## src/rtl/sccb_slave.sv

```systemverilog
// SCCB (I2C-like) register-file slave. The master's SIO_C/SIO_D are
// synchronized into the clk domain. Writes land in a 256-entry register file
// and are also reported on the wr_* strobe. Reads serialize the register file
// out onto an open-drain data line.
module sccb_slave #(
  parameter logic [7:0] DEV_ID   = 8'h42,
  parameter logic [7:0] INIT_VAL = 8'h00
) (
  input  logic       clk,
  input  logic       rst,
  input  logic       sio_c,
  input  logic       sio_d_r,
  output logic       sio_d_w,
  output logic       en_sio_d_w,
  output logic       wr_en,
  output logic [7:0] wr_addr,
  output logic [7:0] wr_data,
  output logic       busy
);

  typedef enum logic [3:0] {
    IDLE, ID, ID_ACK, ADDR, ADDR_ACK, WDATA, WDATA_ACK, RDATA, RDATA_NA, IGNORE
  } state_t;

  localparam logic [7:0] READ_ID = DEV_ID | 8'h01;

  state_t     state;
  logic [2:0] c_sync;
  logic [2:0] d_sync;
  logic       c_rise;
  logic       c_fall;
  logic       start_det;
  logic       stop_det;
  logic       d_now;
  logic [3:0] bit_cnt;
  logic [7:0] shift;
  logic [7:0] rx_byte;
  logic [7:0] rd_byte;
  logic [6:0] tx_shift;
  logic [7:0] sub_addr;
  logic       read_mode;
  logic       read_ack;
  logic [7:0] regs [256];

  // Two synchronizer flops plus one history flop per line; reset to the idle-high bus level
  always_ff @(posedge clk) begin
    if (rst) begin
      c_sync <= 3'b111;
      d_sync <= 3'b111;
    end else begin
      c_sync <= {c_sync[1:0], sio_c};
      d_sync <= {d_sync[1:0], sio_d_r};
    end
  end

  assign c_rise    = c_sync[1] & ~c_sync[2];
  assign c_fall    = ~c_sync[1] & c_sync[2];
  assign start_det = c_sync[1] & c_sync[2] & ~d_sync[1] & d_sync[2];
  assign stop_det  = c_sync[1] & c_sync[2] & d_sync[1] & ~d_sync[2];
  assign d_now     = d_sync[1];
  assign rx_byte   = {shift[6:0], d_now};
  assign rd_byte   = regs[sub_addr];

  // Protocol FSM; START/STOP outrank any clock edge seen in the same cycle
  always_ff @(posedge clk) begin
    if (rst) begin
      state      <= IDLE;
      bit_cnt    <= '0;
      shift      <= '0;
      tx_shift   <= '0;
      sub_addr   <= '0;
      read_mode  <= 1'b0;
      read_ack   <= 1'b0;
      sio_d_w    <= 1'b0;
      en_sio_d_w <= 1'b0;
      wr_en      <= 1'b0;
      wr_addr    <= '0;
      wr_data    <= '0;
      busy       <= 1'b0;
    end else begin
      wr_en <= 1'b0;
      if (start_det) begin
        state      <= ID;
        bit_cnt    <= '0;
        en_sio_d_w <= 1'b0;
        sio_d_w    <= 1'b0;
        busy       <= 1'b1;
      end else if (stop_det) begin
        state      <= IDLE;
        bit_cnt    <= '0;
        en_sio_d_w <= 1'b0;
        sio_d_w    <= 1'b0;
        busy       <= 1'b0;
      end else begin
        case (state)
          ID, ADDR, WDATA: begin
            if (c_rise && bit_cnt < 4'd8) begin
              shift   <= rx_byte;
              bit_cnt <= bit_cnt + 4'd1;
              if (bit_cnt == 4'd7 && state == ADDR) begin
                sub_addr <= rx_byte;
              end
              if (bit_cnt == 4'd7 && state == WDATA) begin
                wr_en    <= 1'b1;
                wr_addr  <= sub_addr;
                wr_data  <= rx_byte;
                sub_addr <= sub_addr + 8'd1;
              end
            end else if (c_fall && bit_cnt == 4'd8) begin
              if (state != ID) begin
                state      <= (state == ADDR) ? ADDR_ACK : WDATA_ACK;
                en_sio_d_w <= 1'b1;
                sio_d_w    <= 1'b0;
              end else if (shift == DEV_ID || shift == READ_ID) begin
                state      <= ID_ACK;
                read_mode  <= (shift == READ_ID);
                en_sio_d_w <= 1'b1;
                sio_d_w    <= 1'b0;
              end else begin
                state <= IGNORE;
              end
            end
          end
          ID_ACK, ADDR_ACK, WDATA_ACK: begin
            if (c_fall) begin
              bit_cnt <= '0;
              if (state == ID_ACK && read_mode) begin
                state      <= RDATA;
                en_sio_d_w <= 1'b1;
                sio_d_w    <= rd_byte[7];
                tx_shift   <= rd_byte[6:0];
              end else begin
                state      <= (state == ID_ACK) ? ADDR : WDATA;
                en_sio_d_w <= 1'b0;
                sio_d_w    <= 1'b0;
              end
            end
          end
          RDATA: begin
            if (c_fall) begin
              if (bit_cnt == 4'd7) begin
                state      <= RDATA_NA;
                en_sio_d_w <= 1'b0;
                sio_d_w    <= 1'b0;
                bit_cnt    <= 4'd8;
                read_ack   <= 1'b0;
              end else begin
                bit_cnt  <= bit_cnt + 4'd1;
                sio_d_w  <= tx_shift[6];
                tx_shift <= {tx_shift[5:0], 1'b0};
              end
            end
          end
          RDATA_NA: begin
            if (c_rise && bit_cnt == 4'd8) begin
              bit_cnt  <= 4'd9;
              read_ack <= ~d_now;
              if (!d_now) begin
                sub_addr <= sub_addr + 8'd1;
              end
            end else if (c_fall && bit_cnt == 4'd9 && read_ack) begin
              state      <= RDATA;
              bit_cnt    <= '0;
              en_sio_d_w <= 1'b1;
              sio_d_w    <= rd_byte[7];
              tx_shift   <= rd_byte[6:0];
            end
          end
          default: begin
          end
        endcase
      end
    end
  end

  // Register file, updated one cycle after the write strobe
  always_ff @(posedge clk) begin
    if (rst) begin
      for (int i = 0; i < 256; i++) begin
        regs[i] <= INIT_VAL;
      end
    end else if (wr_en) begin
      regs[wr_addr] <= wr_data;
    end
  end

endmodule
```

## config.mk

```make
export PLATFORM = sky130hd
export DESIGN_NAME = sccb_slave
export DESIGN_NICKNAME = d
export VERILOG_FILES = /design/src/rtl/sccb_slave.sv
export SDC_FILE = /design/constraint.sdc
export NUM_CORES = 2
export LEC_CHECK = 0
export CAP_MARGIN = 20
export CORE_ASPECT_RATIO = 0.5
export CORE_MARGIN = 5
export CORE_UTILIZATION = 38
export CTS_BUF_LIST = sky130_fd_sc_hd__clkbuf_8 sky130_fd_sc_hd__clkbuf_16
export CTS_CLUSTER_SIZE = 8
export DETAILED_ROUTE_END_ITERATION = 10
export DONT_BUFFER_PORTS = 1
export PLACE_DENSITY_LB_ADDON = 0.3
export SYNTH_ARGS = -nofsm -noshare
export SYNTH_HDL_FRONTEND = slang
export SYNTH_SLANG_ARGS = --single-unit
```

## constraint.sdc

```tcl
create_clock -name clk -period 3.1 [get_ports clk]
set_input_delay 0.31 -clock clk [delete_from_list [all_inputs] [get_ports clk]]
set_output_delay 0.31 -clock clk [all_outputs]
set_load 0.1 [all_outputs]
```

### Yosys cells after proc, flatten, opt, wreduce, memory -nomap -nowiden

Memories as Yosys holds them, arrays and structs flattened. A register that Yosys moved wholly into a read port is not among the register bits.
Cells that the tools add are included.

* output and inout port bits: 20
* bits in writable memories: 2048
* memories: 1
* register bits after elaboration: 59
* word-level logic and storage cells: 175

* magnitude comparators: 1
* $add $sub $neg: 2
* bitwise operators: 16
* equal/unequal tests: 36
* reduce and logical (&&, ||, !) cells: 31
* mux-type cells: 72

Memory list
* regs: words 256, bits a word 8, read ports 1, clocked after memory_dff 1, write ports 256, RTL line 43 `logic [7:0] regs [256];`

Operators with widths (count)
* $mux W8: 9
* $mux W4: 15
* $mux W7: 6
* $mux W1: 32
* $pmux W4 S4: 2
* $ne A4 B4 Y1 const B: 7
* $ne A2 B2 Y1 const B: 12
* $reduce_and A8 Y1: 3
* $pmux W7 S3: 1
* $eq A4 B3 Y1 const B: 5
* $reduce_and A9 Y1: 2
* $eq A8 B7 Y1 const B: 2
* $pmux W8 S2: 1
* $reduce_and A7 Y1: 2
* $eq A4 B4 Y1 const B: 3
* $reduce_and A5 Y1: 2
* $ne A3 B3 Y1 const B: 3
* $not A1 Y1: 9
* $reduce_or A3 Y1: 3
* $add A8 B1 Y8 const B: 1
* $eq A4 B2 Y1 const B: 2
* $logic_and A1 B1 Y1: 8
* $pmux W1 S4: 2
* $reduce_or A8 Y1: 1
* other kinds (16): 25

### Depth between registers and ports, before layout

* depth in word-level cells: 9
* gate-level depth with buffers: 13
* gate-level depth less buffers: 8

### Worst setup path after synthesis

Ideal clock, no wire load.

* kind: register -> register
* from: register wr_en
* to: memory regs[4][0] (enable)
* clock period less this slack: 2.954 ns
* buffers on the path: 3
* setup slack: 0.146 ns
* stages on the path, launching flop included: 7
* arrival: 2.579 ns
* setup time: 0.375 ns
* cells stage by stage: dfxtp_1 > nor2b_1 > clkbuf_1 > buf_1 > nand3_1 > clkbuf_1 > o21bai_1

RTL lines
* from (decl): RTL line 15 `output logic wr_en,`
* from (signal assigned): RTL line 76 `wr_en <= 1'b0;`
* from (signal assigned): RTL line 81 `wr_en <= 1'b0;`
* from (signal assigned): RTL line 104 `wr_en <= 1'b1;`
* to (decl): RTL line 43

==> results by group <==
Pwr
  • Combinational share of power: 3.7%
  • Internal power: 51.2 mW
  • Sequential share of power: 50.1%
  • Overall power: 65.1 mW
  • Max VDD drop: 0.358 mV
  • Sw Share: 21.3%
  • Pleak: 40.5 nW
  • NetSw: 13.9 mW
  • Clock power share: 46.2%
  • Power per Cell Area: 570 mW/mm^2

Cells and area
  • Post-route insts no fill: 10585
  • Finished Cell Area: 0.114 sq mm
  • Nets: 7012
  • Final core utilization: 44.2%
  • Area delta synth->final: 15.8%
  • Layout cells sized above 1: 24.0%

Global route
  • Vias in the first global route: 57994
  • First-pass GRT wire length: 429000 um
  • Antenna violations before repair: 18
  • Grt total ovfl: 0
  • Total track usage: 21.7%
  • Largest net degree at the start of global routing: 251

Synthesis
  • Number of flops mapped to enable cells by yosys: 2048
  • Yosys cell types: 78
  • Syn Nets: 6684
  • YS warnings: 0
  • Mapped Area: 0.0986 sq mm
  • Dominant cell type by area after synthesis: edfxtp_1
  • Synth Flop Type: edfxtp_1
  • Post-Syn Instances: 6676
  • Yosys reg bits: 2115
  • Async SR Flop Fraction: 0%
  • Top post-synthesis cells by area: edfxtp_1, and2_1, mux4_2
  • Mean Syn Cell Area: 14.8 sq um
  • Sequential fraction of the synthesis area: 63.8%
  • Yosys top cell area share: 62.4%

Outcome
  • Status: finished clean

Drt
  • First-pass DRT Iterations: 6
  • Initial DRC Count: 7455
  • Vias: 59061
  • Antenna-violating nets left: 0
  • Via density per instance: 5.58
  • Avg WL per Cell: 28.2 um
  • Remaining DRCs: 0
  • Detailed Route WL: 298000 um

Place
  • Post-Place Setup Slack: -0.166 ns
  • GPL Wtd Cong: 0.902
  • Port Buffers: 0
  • Hpwl dp: 195000 um
  • Area post-placement: 0.106 sq mm
  • Placed insts: 10166

Min path
  • Hold Path Depth: 1
  • Hold Path Sink: regs[12][0]
  • Worst hold-check path type: primary input to flip-flop
  • Hold path startpoint: rst

Clock network
  • Clock latency on the worst-skew pair: 0.85 ns
  • Clock buffer depth: 4
  • Root Driver: clkbuf_16
  • H-Tree Depth: 5
  • CTS tree: built
  • Cts bufs inserted: 306
  • Clock Pin Slew Worst Setup and Hold Paths: 0.05 ns
  • CTS sink cnt: 2115

STA
  • Final min period: 3.10 ns
  • Fmax: 323 MHz
  • Worst-margin pin slew: 1.45 ns
  • Tcrit/Tclk final: 99.8%
  • Setup TNS Final: 0 ns
  • Final hold vios: 0
  • Setup Viol. Count Final: 0
  • Worst clock skew: 0.0538 ns
  • Setup WS post-layout: 0.00483 ns
  • Final Slew Violations: 0
  • Hold Slack: 0.0678 ns
  • Max-slew headroom: 3.38%

Floorplanning
  • Die Wd: 730 um
  • Die area: 0.270 sq mm
  • Core area: 0.258 sq mm
  • Initial core utilization: 38.1%
  • Row count: 132
  • Die H: 370 um
  • Num ports: 24

Critical path
  • Crit-path max FO: 11
  • Critical Path RT: 3.83 ns
  • R2R setup slack: 0.005 ns
  • Crit Path Category: flip-flop to flip-flop
  • Crit. End Element: flip-flop
  • Critical Path Start Type: flip-flop
  • RR Endpoint: sio_d_w
  • R2R depth: 9
  • Worst EP arrival: 3.83 ns

Run
  • Max-cap violation count: 0
cell usage in the layout (no fill, tap or decap), types with 17 or more instances in the layout:
master and n:
and2_1 1957, nor2_1 340, nor3_1 22, a21oi_1 84, and3_1 112, o22ai_1 44
mux2i_1 156, nor2b_1 46, or2_2 259, mux4_2 508, nand3_1 44, clkbuf_16 320
mux2_2 17, a31oi_1 19, inv_1 77, nand2_1 118, buf_4 439, nand2b_1 21
a22oi_1 17, dfxtp_1 45, nand4_1 19, buf_12 81, o21ai_0 41, a211oi_1 31
o221ai_1 17, edfxtp_1 2048
worst max-delay path: stages (launching register included):
cell	delay [ns]
dfxtp_4	0.48
buf_12	0.24
buf_12	0.18
buf_4	0.17
mux4_2	0.49
mux4_2	0.56
a22oi_2	0.22
nand3_2	0.22
buf_4	0.21
a31o_1	0.20
cell usage after synthesis, types with 8 or more instances:
library cell  instances
edfxtp_1           2048
and2_1             1957
mux4_2              508
clkbuf_1            361
nor2_1              342
or2_2               259
mux2i_1             158
nand2_1             119
and3_1              112
a21oi_1              86
dfxtp_1              67
buf_2                60
nand3_1              53
nor2b_1              49
o22ai_1              44
o21ai_0              43
buf_4                40
buf_6                39
a211oi_1             35
nor3_1               23
nand2b_1             21
a31oi_1              19
nand4_1              19
a22oi_1              18
mux2_2               17
o221ai_1             17
buf_1                13
nor4_1               10
o21bai_1             10
a21o_1                8
nand3b_1              8
o211ai_1              8
layer usage:
metal	vias up	GRT usage, %	share of wire, %
met3	464	4.72	9.7
met1	30593	31.5	43
met5	-	0	0.028
li1	25171	-	-
met2	2825	33.0	45
met4	8	5.99	2.7
sequential cells by signal, indices dropped and copies added, names as in the netlist, named ones only:
register / cells
read_ack: 1
shift: 8
en_sio_d_w: 1
tx_shift: 7
sub_addr: 8
state: 4
wr_data: 8
wr_en: 1
read_mode: 1
busy: 1
wr_addr: 8
regs: 2048
bit_cnt: 4
c_sync: 3
sio_d_w: 1
d_sync: 3
power by group through the flow:
stage	clock, mW	sequential (mW)	combinational, mW
finish	30.1	32.6	2.42
detailed placement	0	33.1	2.30
global route	31.6	32.6	2.57
global placement	0	33.1	2.29
floorplan	0	32.9	1.62
CTS	30.4	32.6	2.42
cell families (layout without fill, tap and decap cells):
group / count (synthesis) / in the layout / share of synthesized area [%]
flops: 2115 / 2115 / 63.8
other cells: 0 / 7 / 0
simple gates: 3000 / 3000 / 17.8
mux: 684 / 684 / 13.4
xor+xnor: 2 / 2 / 0.0178
fa+ha+maj: 4 / 4 / 0.0508
compound gates: 346 / 346 / 2.33
buf+inv: 525 / 943 / 2.59
area by class of cell:
type,count,area [sq um]
Fill cell,22702,144000
Sequential cell,2115,62900
Multi-Input combinational cell,4036,33300
Clock buffer,318,7960
Timing Repair Buffer,537,5210
Tap cell,3484,4360
Clock inverter,80,353
Inverter,8,31.3
Antenna cell,7,17.5
how the worst max path moves through the flow:
stage                             end  slack [ns]
after floorplan            regs[4][0]        0.15
after global routing          sio_d_w      -0.003
after global placement    tx_shift[4]       -0.19
final                         sio_d_w       0.005
after CTS                 tx_shift[4]       -0.05
after detailed placement  tx_shift[4]       -0.17
timing repair:
| item | in CTS | in global routing |
|---|---|---|
| cloned | 0 | 2 |
| pin swaps | 0 | 1 |
| setup buffers | 0 | 3 |
| hold endpoints to repair | 1595 | 0 |
| resized for setup | 8 | 19 |
| setup endpoints to repair | 5 | 9 |
| hold buffers | 8 | 0 |
Power figures use the tool's default switching activity.
